--- src/rtl/ippcrc_pkg.sv ---
// Shared definitions for the ippcrc CRC blocks: polynomial constants,
// packet FSM states and the residue ("magic") constant helper.
package ippcrc_pkg;

    localparam logic [11:0] CRC12_POLY       = 12'h80F;
    localparam logic [15:0] CRC16_CCITT_POLY = 16'h1021;
    localparam logic [31:0] CRC32_POLY       = 32'h04C1_1DB7;

    typedef enum logic [1:0] {
        IDLE = 2'd0,
        RUN  = 2'd1,
        DONE = 2'd2
    } state_e;

    // Residue left in the register after a frame whose trailing CRC was
    // inverted by xorout: (xorout * x^crc_w) mod poly, i.e. xorout shifted
    // MSB first through an all-zero register.
    function automatic logic [31:0] crc_magic(input logic [31:0] poly,
                                              input logic [31:0] xorout,
                                              input int unsigned crc_w = 32);
        logic [31:0] r;
        logic [31:0] mask;
        logic        fb;
        mask = (crc_w >= 32) ? 32'hFFFF_FFFF : ((32'd1 << crc_w) - 32'd1);
        r    = '0;
        for (int i = 31; i >= 0; i--) begin
            if (i < int'(crc_w)) begin
                fb = r[crc_w-1] ^ xorout[i];
                r  = ((r << 1) ^ (fb ? poly : 32'd0)) & mask;
            end
        end
        return r;
    endfunction

endpackage

--- src/rtl/ippcrc_crc_fold.sv ---
// Combinational fold of one data word into a CRC register. Bits are taken
// data_i[0] first; bytes whose enable is low are skipped entirely (not
// folded as zeros), so a partial word is exactly a shorter message.
module ippcrc_crc_fold
    import ippcrc_pkg::*;
#(
    parameter int               CRC_W = 12,
    parameter logic [CRC_W-1:0] POLY  = CRC_W'(CRC12_POLY),
    parameter int               DAT_W = 56
) (
    input  logic [CRC_W-1:0]   seed_i,
    input  logic [DAT_W-1:0]   data_i,
    input  logic [DAT_W/8-1:0] byte_en_i,
    output logic [CRC_W-1:0]   crc_o
);

    logic [CRC_W-1:0] crc;
    logic             fb;

    // Unrolled bit-serial shift-XOR over the enabled bytes.
    // NOTE: blocking assignments here build a chain of combinational stages
    // within one evaluation; each iteration sees the previous one's result.
    always_comb begin
        crc = seed_i;
        fb  = 1'b0;
        for (int i = 0; i < DAT_W; i++) begin
            if (byte_en_i[i/8]) begin
                fb  = crc[CRC_W-1] ^ data_i[i];
                crc = {crc[CRC_W-2:0], 1'b0} ^ (fb ? POLY : '0);
            end
        end
        crc_o = crc;
    end

endmodule

--- src/rtl/ippcrc_crcgen_seq.sv ---
// Packet-level sequential CRC generator / checker with valid/ready input,
// byte-granular last word and a registered result handshake.
// Optional feature macro: IPPCRC_FINAL_XOR_EN (adds XOROUT final inversion
// and a matching magic-residue comparison in check mode).
module ippcrc_crcgen_seq
    import ippcrc_pkg::*;
#(
    parameter int               CRC_W = 12,
    parameter logic [CRC_W-1:0] POLY  = CRC_W'(CRC12_POLY),
    parameter logic [CRC_W-1:0] INIT  = '0,
    parameter int               DAT_W = 56,
    parameter int               NB_W  = $clog2(DAT_W/8) + 1
`ifdef IPPCRC_FINAL_XOR_EN
    , parameter logic [CRC_W-1:0] XOROUT = '1
`endif
) (
    input  logic             clk,
    input  logic             rst,
    input  logic [DAT_W-1:0] di,
    input  logic             di_vld,
    input  logic             di_sop,
    input  logic             di_eop,
    input  logic [NB_W-1:0]  di_nb,
    output logic             di_rdy,
    input  logic             chk_mode,
    output logic [CRC_W-1:0] crc_o,
    output logic             crc_err,
    output logic             crc_vld,
    input  logic             crc_rdy
);

    localparam int NBYTES = DAT_W / 8;
`ifdef IPPCRC_FINAL_XOR_EN
    localparam logic [CRC_W-1:0] MAGIC = CRC_W'(crc_magic(32'(POLY), 32'(XOROUT), CRC_W));
`endif

    state_e           state_q, state_d;
    logic [CRC_W-1:0] crc_q, crc_d;
    logic             mode_q, mode_d;
    logic [CRC_W-1:0] res_q, res_d;
    logic             err_q, err_d;

    logic             accept;
    logic             restart;
    logic [CRC_W-1:0] seed;
    logic [NB_W-1:0]  nb_eff;
    logic [NBYTES-1:0] byte_en;
    logic [CRC_W-1:0] fold_out;
    logic [CRC_W-1:0] crc_res;
    logic             err_res;

    // Input is taken in IDLE and RUN only; the DONE cycle is the packet bubble.
    assign di_rdy  = !rst && (state_q != DONE);
    assign accept  = di_vld && di_rdy;
    assign crc_vld = (state_q == DONE);
    assign crc_o   = res_q;
    assign crc_err = err_q;

    // Start-of-packet selection: a sop (in IDLE or mid-RUN) reseeds and relatches the mode.
    always_comb begin
        restart = accept && di_sop;
        seed    = restart ? INIT : crc_q;
        mode_d  = restart ? chk_mode : mode_q;
    end

    // Byte enables: full word unless eop, then the low di_nb bytes (0 or oversize = full).
    always_comb begin
        nb_eff = di_nb;
        if (di_nb == '0 || di_nb > NB_W'(NBYTES)) nb_eff = NB_W'(NBYTES);
        for (int b = 0; b < NBYTES; b++) begin
            byte_en[b] = !di_eop || (NB_W'(b) < nb_eff);
        end
    end

    ippcrc_crc_fold #(
        .CRC_W (CRC_W),
        .POLY  (POLY),
        .DAT_W (DAT_W)
    ) u_fold (
        .seed_i    (seed),
        .data_i    (di),
        .byte_en_i (byte_en),
        .crc_o     (fold_out)
    );

    // Published result and error flag for a packet ending this cycle.
    always_comb begin
`ifdef IPPCRC_FINAL_XOR_EN
        crc_res = mode_d ? fold_out : (fold_out ^ XOROUT);
        err_res = mode_d && (fold_out != MAGIC);
`else
        crc_res = fold_out;
        err_res = mode_d && (fold_out != '0);
`endif
    end

    // Packet FSM next state and register updates.
    // NOTE: every target gets a default first so no path leaves it unassigned,
    // which would otherwise infer a latch.
    always_comb begin
        state_d = state_q;
        crc_d   = crc_q;
        res_d   = res_q;
        err_d   = err_q;
        case (state_q)
            IDLE: begin
                if (accept && di_sop) begin
                    crc_d   = fold_out;
                    state_d = di_eop ? DONE : RUN;
                end
            end
            RUN: begin
                if (accept) begin
                    crc_d = fold_out;
                    if (di_eop) state_d = DONE;
                end
            end
            DONE: begin
                if (crc_rdy) state_d = IDLE;
            end
            default: state_d = IDLE;
        endcase
        if (state_d == DONE && state_q != DONE) begin
            res_d = crc_res;
            err_d = err_res;
        end
    end

    // State and datapath registers with synchronous reset.
    // NOTE: non-blocking assignments so all registers update together from
    // pre-edge values, independent of statement order.
    always_ff @(posedge clk) begin
        if (rst) begin
            state_q <= IDLE;
            crc_q   <= INIT;
            mode_q  <= 1'b0;
            res_q   <= '0;
            err_q   <= 1'b0;
        end else begin
            state_q <= state_d;
            crc_q   <= crc_d;
            mode_q  <= mode_d;
            res_q   <= res_d;
            err_q   <= err_d;
        end
    end

endmodule

--- config.mk ---
export PLATFORM = sky130hd
export DESIGN_NAME = ippcrc_crcgen_seq
export DESIGN_NICKNAME = d
export VERILOG_FILES = /design/src/rtl/ippcrc_pkg.sv /design/src/rtl/ippcrc_crc_fold.sv /design/src/rtl/ippcrc_crcgen_seq.sv
export SDC_FILE = /design/constraint.sdc
export NUM_CORES = 1
export LEC_CHECK = 0
export ABC_AREA = 1
export CORE_MARGIN = 2
export CORE_UTILIZATION = 40
export DETAILED_ROUTE_END_ITERATION = 7
export PLACE_DENSITY = 0.7
export SLEW_MARGIN = 30
export SYNTH_ARGS = -nofsm -noshare
export SYNTH_HDL_FRONTEND = slang
export SYNTH_SLANG_ARGS = --single-unit
--- constraint.sdc ---
create_clock -name clk -period 20.6 [get_ports clk]
set_input_delay 4.12 -clock clk [delete_from_list [all_inputs] [get_ports clk]]
set_output_delay 4.12 -clock clk [all_outputs]
set_load 0.01 [all_outputs]
# Word-level counts from Yosys, hierarchy flattened
# Index checks and enable logic that the tools add are counted.
dict set report totals {
  reg_bits 28
  in_bits 67
  output_inout_bits 15
  elab_cells 275
}
dict set report classes {
  n_lt_le_gt_ge 8
  n_eq_ne 6
  n_mux 124
  bitwise 112
  reduce_logical 20
}
# cell n
set op_table {}
lappend op_table {{$mux W12} 115}
lappend op_table {{$xor A12 B12 Y12} 56}
lappend op_table {{$xor A1 B1 Y1} 56}
lappend op_table {{$pmux W12 S2} 1}
lappend op_table {{$lt A3 B4 Y1 const A} 3}
lappend op_table {{$reduce_bool A12 Y1} 1}
lappend op_table {{$mux W2} 5}
lappend op_table {{$logic_or A1 B1 Y1} 8}
lappend op_table {{$lt A1 B4 Y1 const A} 2}
lappend op_table {{$lt A2 B4 Y1 const A} 2}
lappend op_table {{$ne A2 B2 Y1 const B} 3}
lappend op_table {{$pmux W2 S3} 1}
lappend op_table {{$logic_and A1 B1 Y1} 5}
lappend op_table {{$eq A2 B2 Y1 const B} 2}
lappend op_table {{$gt A4 B3 Y1 const B} 1}
lappend op_table {{$logic_not A4 Y1} 1}
lappend op_table {{$mux W4} 1}
lappend op_table {{$reduce_and A3 Y1} 1}
lappend op_table {{$eq A2 B1 Y1 const B} 1}
lappend op_table {{$logic_not A1 Y1} 2}
lappend op_table {{$logic_not A2 Y1} 1}
lappend op_table {{$reduce_bool A2 Y1} 1}
lappend op_table {{$mux W1} 1}

# Logic depth before layout (Yosys ltp)
dict set report logic_depth {
  ltp_word 231
  ltp_mapped 239
}

# Modules after synthesis
# Synthesis repeated with hierarchy kept, for this count alone.
dict set report hier_totals {
  hier_cells 1336
  hier_area_um2 7464.7
}
# module instances cells_per_inst area_per_inst_um2 seq_area_each_um2
set by_module_without_submodules {}
lappend by_module_without_submodules {ippcrc_crc_fold 1 1137 6025.8 0.0}
lappend by_module_without_submodules {ippcrc_crcgen_seq 1 199 1438.9 560.5}

# Worst setup path after synthesis
# OpenSTA, ideal clock, no wires.
dict set report synth_path {
  kind {input-to-reg}
  from {input port rst}
  to {register err_q (netlist: crc_err)}
  setup_ns 0.127
  arrival_ns 20.602
  required_ns 20.473
  path_slack_ns -0.130
  cell_stages 225
  path_buffers 1
  cell_sequence {inv_1 > nand4_4 > buf_12 > nand2_4 > xor2_2 > inv_1 > nand3_1 > nand3_1 > nand2_2 > nand2_2 > nand2_2 > nand2_1 > nand2_1 > nand2_2 > nand3_2 > nand2_1 > nand2_1 > nand3_1 > [... 189 more ...] > nand2_2 > nand2_4 > nand2_2 > nand3_2 > nand2_2 > nand2_2 > nand2_2 > nand2_1 > nand2_2 > or2_1 > nand3_2 > nand3_2 > nor2_2 > nand2_1 > nor2_1 > nand2_1 > nand2_1 > a21oi_2}
}
dict set report synth_via {
  elab_chain_len 231
  word_cells_on_any_way 237
  classes_between {eq/ne (1); mux (117); bitwise (112); reduce/logical (7)}
}
# element line_no
set synth_lines {}
lappend synth_lines {{start: declaration} ippcrc_crcgen_seq.sv:18} ;# input logic rst,
lappend synth_lines {{$logic_not A1 Y1} ippcrc_crcgen_seq.sv:53} ;# assign di_rdy = !rst && (state_q != DONE);
lappend synth_lines {{$logic_and A1 B1 Y1} ippcrc_crcgen_seq.sv:53}
lappend synth_lines {{$logic_and A1 B1 Y1} ippcrc_crcgen_seq.sv:54} ;# assign accept = di_vld && di_rdy;
lappend synth_lines {{$logic_and A1 B1 Y1} {ippcrc_crcgen_seq.sv:61, ippcrc_crcgen_seq.sv:107}}
lappend synth_lines {{$mux W12} ippcrc_crcgen_seq.sv:62} ;# seed = restart ? INIT : crc_q;
lappend synth_lines {{$xor A1 B1 Y1} ippcrc_crc_fold.sv:28} ;# fb = crc[CRC_W-1] ^ data_i[i];
lappend synth_lines {{$mux W12} ippcrc_crc_fold.sv:29} ;# crc = {crc[CRC_W-2:0], 1'b0} ^ (fb ? POLY : '0);
lappend synth_lines {{$xor A12 B12 Y12} ippcrc_crc_fold.sv:29}
lappend synth_lines {{[... 215 more ...]} -}
lappend synth_lines {{$xor A12 B12 Y12} ippcrc_crc_fold.sv:29}
lappend synth_lines {{$mux W12} ippcrc_crc_fold.sv:27} ;# if (byte_en_i[i/8]) begin
lappend synth_lines {{$xor A1 B1 Y1} ippcrc_crc_fold.sv:28}
lappend synth_lines {{$mux W12} ippcrc_crc_fold.sv:29}
lappend synth_lines {{$xor A12 B12 Y12} ippcrc_crc_fold.sv:29}
lappend synth_lines {{$mux W12} ippcrc_crc_fold.sv:27}
lappend synth_lines {{$reduce_bool A12 Y1} ippcrc_crcgen_seq.sv:93} ;# err_res = mode_d && (fold_out != '0);
lappend synth_lines {{$logic_and A1 B1 Y1} ippcrc_crcgen_seq.sv:93}
lappend synth_lines {{end signal: assignment} ippcrc_crcgen_seq.sv:144} ;# err_q <= err_d;
lappend synth_lines {{end: declaration} ippcrc_crcgen_seq.sv:41} ;# logic err_q, err_d;
# Several ways; a longest one is shown, not always the timed one.
# A chain may end at the register's enable or synchronous reset.

# Final worst setup path
dict set report layout_path {
  from {input port rst}
  to {register res_q[4] (netlist: crc_o[4])}
}
dict set report layout_via {
  elab_chain_len 227
  word_cells_on_any_way 232
  classes_between {eq/ne (1); mux (115); bitwise (111); reduce/logical (5)}
}
# element line_no
set layout_lines {}
lappend layout_lines {{$logic_not A1 Y1} ippcrc_crcgen_seq.sv:53}
lappend layout_lines {{$logic_and A1 B1 Y1} ippcrc_crcgen_seq.sv:53}
lappend layout_lines {{$logic_and A1 B1 Y1} ippcrc_crcgen_seq.sv:54}
lappend layout_lines {{$logic_and A1 B1 Y1} {ippcrc_crcgen_seq.sv:61, ippcrc_crcgen_seq.sv:107}}
lappend layout_lines {{$mux W12} ippcrc_crcgen_seq.sv:62}
lappend layout_lines {{$xor A1 B1 Y1} ippcrc_crc_fold.sv:28}
lappend layout_lines {{$mux W12} ippcrc_crc_fold.sv:29}
lappend layout_lines {{$xor A12 B12 Y12} ippcrc_crc_fold.sv:29}
lappend layout_lines {{[... 211 more ...]} -}
lappend layout_lines {{$xor A12 B12 Y12} ippcrc_crc_fold.sv:29}
lappend layout_lines {{$mux W12} ippcrc_crc_fold.sv:27}
lappend layout_lines {{$xor A1 B1 Y1} ippcrc_crc_fold.sv:28}
lappend layout_lines {{$mux W12} ippcrc_crc_fold.sv:29}
lappend layout_lines {{$xor A12 B12 Y12} ippcrc_crc_fold.sv:29}
lappend layout_lines {{$mux W12} ippcrc_crc_fold.sv:27}
lappend layout_lines {{$xor A12 B12 Y12} ippcrc_crc_fold.sv:29}
lappend layout_lines {{$mux W12} ippcrc_crc_fold.sv:27}
lappend layout_lines {{end signal: assignment} ippcrc_crcgen_seq.sv:143} ;# res_q <= res_d;
lappend layout_lines {{end: declaration} ippcrc_crcgen_seq.sv:40} ;# logic [CRC_W-1:0] res_q, res_d;
# Several ways; a longest one is shown, not always the timed one.

==> results.sh <==
export IMPL_dp_cells=1587
export IMPL_multi_input_area_um2=6630
export IMPL_wl_per_cell_um=14.7
export IMPL_num_antenna_cells=0
export IMPL_core_area_um2=17200
export IMPL_cts_tree="yes"
export IMPL_fin_cells=1725
export IMPL_synth_edff_count=0
export IMPL_cp_num_buf_inv=9
export IMPL_slew_viol_final=0
export IMPL_layout_nets=1569
export IMPL_fill_cells=1445
export IMPL_ys_seq_area_share_pct=8.01
export IMPL_status="finished, violations left"
export IMPL_vias=8925
export IMPL_die_h_um=136
export IMPL_hold_end="crc_err$_SDFFE_PP0P_"
export IMPL_clk_latency_ns=0.26
export IMPL_crit_family="simple AND/OR/NAND/NOR gates"
export IMPL_rows=48
export IMPL_rr_endpoint="crc_o[4]$_SDFFE_PP0P_"
export IMPL_synth_ff_type="dfxtp_1"
export IMPL_grt_start_max_net_pins=30
export IMPL_async_reset_ff_share_pct=0
export IMPL_rsz0062_at_grt="yes"
export IMPL_timing_rr_start="state_q[1]$_SDFF_PP0_"
export IMPL_relSlewSlack_pct=55.1
export IMPL_r2r_cells=223
export IMPL_drive_gt1_share_pct=47.3
export IMPL_grt_usage_pct=23.6
export IMPL_hold_viol_final=0
export IMPL_fin_hold_ws_ns=0.502
export IMPL_cts_buffers=3
export IMPL_ios=82
export IMPL_clk_pin_slew_ns=0.06
export IMPL_yosysWarnings=0
export IMPL_r2r_slack_ns=0.94
export IMPL_crit_required_ns=20.76
export IMPL_cts_root_buf="clkbuf_16"
export IMPL_htree_levels=1
export IMPL_post_route_period_util_pct=112
export IMPL_critical_path_max_stage_delay_ns=0.24
export IMPL_dieArea_um2=18600
export IMPL_via_per_inst=5.17
export IMPL_tightest_slew_ns=0.667
export IMPL_min_from="crc_err$_SDFFE_PP0P_"
export IMPL_synth_nets=1248
export IMPL_grt_pass1_wl_um=36600
export IMPL_syn_inst=1181
export IMPL_finalInstanceArea_um2=11200
export IMPL_gp_congestion=0.886
export IMPL_fmax_mhz=43.3
export IMPL_cts_buffer_depth=2
export IMPL_fp_dieW_um=136
export IMPL_start_util_pct=40.7
export IMPL_drt_total_wl_um=25300
export IMPL_setup_viol=25
export IMPL_min_path_cells=2
export IMPL_area_growth_pct=59.6
export IMPL_dp_hpwl_um=15600
export IMPL_violations="negative setup slack"
export IMPL_syn_area_um2=7000
export IMPL_worstSetupEndpointType="flip-flop"
export IMPL_port_buffers=81
export IMPL_ant_nets=0
export IMPL_hold_path_class="reg2reg"
export IMPL_final_cell_mix="buf_4 (260), inv_1 (174), nand2_1 (160), nand2_2 (150), nand3_2 (139)"
export IMPL_crit_arrival_ns=23.28
export IMPL_cpMostUsedCell="nand2_2"
export IMPL_cp_start_kind="primary input"
export IMPL_final_core_util_pct=65.0
export IMPL_critPathMaxFanout=6
export IMPL_dpl_instance_area_um2=8780
export IMPL_drt_initial_drc_count=831
export IMPL_drc_errors=0
export IMPL_cap_violations=0
export IMPL_final_common_cell="buf_4"
export IMPL_min_period_ns=23.12
export IMPL_cp_slowest_cell="or2_1"
export IMPL_grt_pass1_vias=8161
export IMPL_cts_sinks=28
export IMPL_syn_area_per_cell_um2=5.92
export IMPL_worst_setup_path_type="in2reg"
export IMPL_overflow=0
export IMPL_hold_buffers=0
export IMPL_setup_ws_ns=-2.52
export IMPL_yosysUniqueCellTypes=55
export IMPL_clock_skew_ns=0.000909
export IMPL_ff_latch_area_um2=561
export IMPL_first_pass_iters=5
export IMPL_ys_seq_elements=28
export IMPL_antenna_found_initial=0
## cell type report
| type | instances | area share (%) |
|---|---|---|
| multi-input combinational | 926 | 59.3 |
| tap | 225 | 2.52 |
| timing repair buffer | 348 | 25.5 |
| inverter | 195 | 7.00 |
| clock buffer | 3 | 0.672 |
| sequential | 28 | 5.02 |
## timing repair
action / 4_1_cts / 5_1_grt
buffers inserted: 112 / 23
hold endpoints to repair: 0 / 0
setup endpoints to repair: 21 / 25
cloned: 1 / 0
resized for setup: 181 / 146
pin swaps: 43 / 116
## routing by layer
metal / track usage [%] / share of wire (%) / up-vias
met4: 8.51 / 4.3 / 0
met2: 43.4 / 51 / 328
li1: - / - / 4396
met5: 0 / 0 / -
met3: 1.04 / 4.7 / 106
met1: 29.1 / 40 / 4095
## tightest hold or removal path, delay by kind of cell, from the launching register on
| family | cells | cell delay [ns] |
|---|---|---|
| and+or+nand+nor | 1 | 0.09 |
| DFF | 1 | 0.32 |
| AOI/OAI and AO/OA | 1 | 0.05 |
## kinds of logic (layout without fill, tap and decap cells)
| group | Yosys count | after routing | share of synthesized area (%) |
|---|---|---|---|
| muxes | 2 | 2 | 0.304 |
| xor gates and xnor gates | 83 | 83 | 11.4 |
| and+or+nand+nor | 707 | 708 | 53.7 |
| AOI/OAI and AO/OA | 133 | 133 | 10.7 |
| DFF | 28 | 28 | 8.01 |
| buffers and inverters | 228 | 546 | 15.9 |
## cells in the mapped netlist, types with 5 or more instances
master | n | share of area (%)
a21oi_1 | 33 | 2.4
a22oi_1 | 5 | 0.54
buf_4 | 7 | 0.75
clkbuf_1 | 7 | 0.38
clkbuf_8 | 11 | 2.2
dfxtp_1 | 28 | 8.0
inv_1 | 178 | 9.5
inv_2 | 10 | 0.54
nand2_1 | 267 | 14
nand2_2 | 89 | 8.0
nand2_4 | 8 | 1.3
nand3_1 | 149 | 11
nand3_2 | 77 | 11
nand4_1 | 8 | 0.72
nor2_1 | 82 | 4.4
o211ai_1 | 9 | 0.97
o21ai_0 | 60 | 4.3
o21ai_1 | 10 | 0.72
or2_2 | 8 | 0.72
xnor2_1 | 33 | 4.1
xor2_1 | 44 | 5.5
## state kept, by name, summed over array words and instances, names as in the netlist
signal and cells:
crc_err 1, crc_o 12, crc_q 12, mode_q 1
state_q 2
## how the worst max path moves through the flow
stage	start	to	cells past startpoint
finish	rst	crc_o[4]$_SDFFE_PP0P_	223
global route	rst	crc_err$_SDFFE_PP0P_	230
CTS	rst	crc_err$_SDFFE_PP0P_	231
detailed placement	di_vld	crc_err$_SDFFE_PP0P_	221
global placement	di_vld	crc_err$_SDFFE_PP0P_	221
floorplan	rst	crc_err$_SDFFE_PP0P_	226
## stage by stage
stage | worst slack, ns | setup TNS [ns]
2_1_floorplan | 0.00601 | 0
5_1_grt | -4.11 | -83.62
3_3_place_gp | -0.938 | -12.14
3_5_place_dp | -1.67 | -26.56
4_1_cts | -0.974 | -13.15
6_report | -2.52 | -45.47
Power is not shown: default switching activity piles up to over one toggle a cycle in this logic, so the estimate is an artifact.
==> patch, RTL diff (same flow settings) <==
Add an input register stage for `chk_mode`, without a reset; this delays it by one clock. The other inputs are not delayed to match.
--- a/src/rtl/ippcrc_crcgen_seq.sv
+++ b/src/rtl/ippcrc_crcgen_seq.sv
@@ -30,6 +30,12 @@
 );
 
     localparam int NBYTES = DAT_W / 8;
+
+    logic chk_mode_q;
+
+    always_ff @(posedge clk) begin
+        chk_mode_q <= chk_mode;
+    end
 `ifdef IPPCRC_FINAL_XOR_EN
     localparam logic [CRC_W-1:0] MAGIC = CRC_W'(crc_magic(32'(POLY), 32'(XOROUT), CRC_W));
 `endif
@@ -60,7 +66,7 @@
     always_comb begin
         restart = accept && di_sop;
         seed    = restart ? INIT : crc_q;
-        mode_d  = restart ? chk_mode : mode_q;
+        mode_d  = restart ? chk_mode_q : mode_q;
     end
 
     // Byte enables: full word unless eop, then the low di_nb bytes (0 or oversize = full).
Function: changed (Yosys sat finds a counterexample within 4 cycles, from zero or initial values and one cycle with rst high).
==> patch against the unedited design <==
  * The flow still finishes with violations (negative setup slack)
  * Clock skew up 0.0087 ns
  * Sequential cell count up 1
  * Wire length is 6.1% lower
  * Setup slack worse by 0.065 ns
  * Sequential share of layout area increased by 0.26 points
  * Synthesized area decreased by 4.2%
  * Final area fell by 1.5%
  * Largest cell class unchanged
Power is not shown: default switching activity piles up to over one toggle a cycle in this logic, so the estimate is an artifact.
==> patch: results (changes against the unedited design) <==
STATUS='complete, but fails checks'
FAILED_CHECKS='negative setup slack'
GRT_PASS1_VIAS=7374  # -9.6%
WORSTHOLDPATHCELLS=1  # -1
FIN_WS_NS=-2.59  # -0.0654 ns
NUMBER_OF_CELLS_ON_THE_WORST_REG_TO_REG_PATH=213  # -4.5%
CLOCK_BUFFER_COUNT=7  # +4
CRIT_PATH_MAX_FANOUT=5  # -1
FILLER_CELL_COUNT=1357  # -6.1%
ROUTE.DETAILED.WL_PER_INST_UM=14.2  # -3.0%
CRITPATHBUFINV=24  # +15
CRITICAL_PATH.REG2REG.STARTPOINT='state_q[0]$_SDFF_PP0_'
SYNTH_TOP_CELLS_BY_COUNT='sky130_fd_sc_hd__nand2_1 (296), sky130_fd_sc_hd__nand3_1 (168), sky130_fd_sc_hd__inv_1 (156), sky130_fd_sc_hd__xor2_1 (74), sky130_fd_sc_hd__nand2_2 (73)'
TRACK_USAGE_PCT=21.7  # -1.9 points
PLACE_AREA_UM2=8860  # +0.94%
FINALSETUPVIOLATIONS=25  # unchanged
POSTSYNTHNETCOUNT=1202  # -3.7%
LAYOUT.CLOCK.CELL_AREA_SHARE_PCT=1.43  # +0.76 points
FRACTION_OF_THE_YOSYS_AREA_TAKEN_BY_SEQUENTIAL_CELLS_PCT=8.66  # +0.65 points
PLACER_CONGESTION_ESTIMATE=0.885  # -0.12%
FINALNETCOUNT=1517  # -3.3%
MET3ROUTEDLENGTH_UM=904  # -25%
TIMING.CRITICAL_PATH.FROM='di[3]'
INV_COUNT=163  # -16%
SETUP_SLACK_OF_THE_WORST_REGISTER_TO_REGISTER_PATH_NS=0.83  # -0.11 ns
MET1_LENGTH_MM=9.64  # -5.6%
INITIALDRTVIOLATIONCOUNT=549  # -34%
==> patch: changes by cell type after synthesis, sizes merged, moves of 6 or more <==
cell    change
buf         +6
xor2       +30
o21bai     +13
nand3       +8
nor2       -51
inv        -30
nand2       +7
==> patch: logic make-up after synthesis <==
| group | share of synthesized area, % |
|---|---|
| xor+xnor | 15.4 |
| compound gates | 11.2 |
| buf+inv | 13.9 |
| flops | 8.66 |
| mux | 0.149 |
| simple gates | 50.7 |
==> patch: per-stage QoR <==
| step | TNS (ns) | instances |
|---|---|---|
| 3_3_place_gp | -20.35 | 1579 |
| 3_5_place_dp | -38.22 | 1579 |
| 2_1_floorplan | -0.0338 | 1135 |
| 4_1_cts | -16.93 | 1641 |
| 5_1_grt | -84.88 | 1671 |
| 6_report | -46.53 | 1671 |
==> patch: repair_timing <==
action | 4_1_cts | 5_1_grt
pin swaps | 37 | 96
gates cloned | 1 | 0
endpoints found under the setup margin | 23 | 25
setup buffers | 53 | 30
resized for setup | 94 | 238
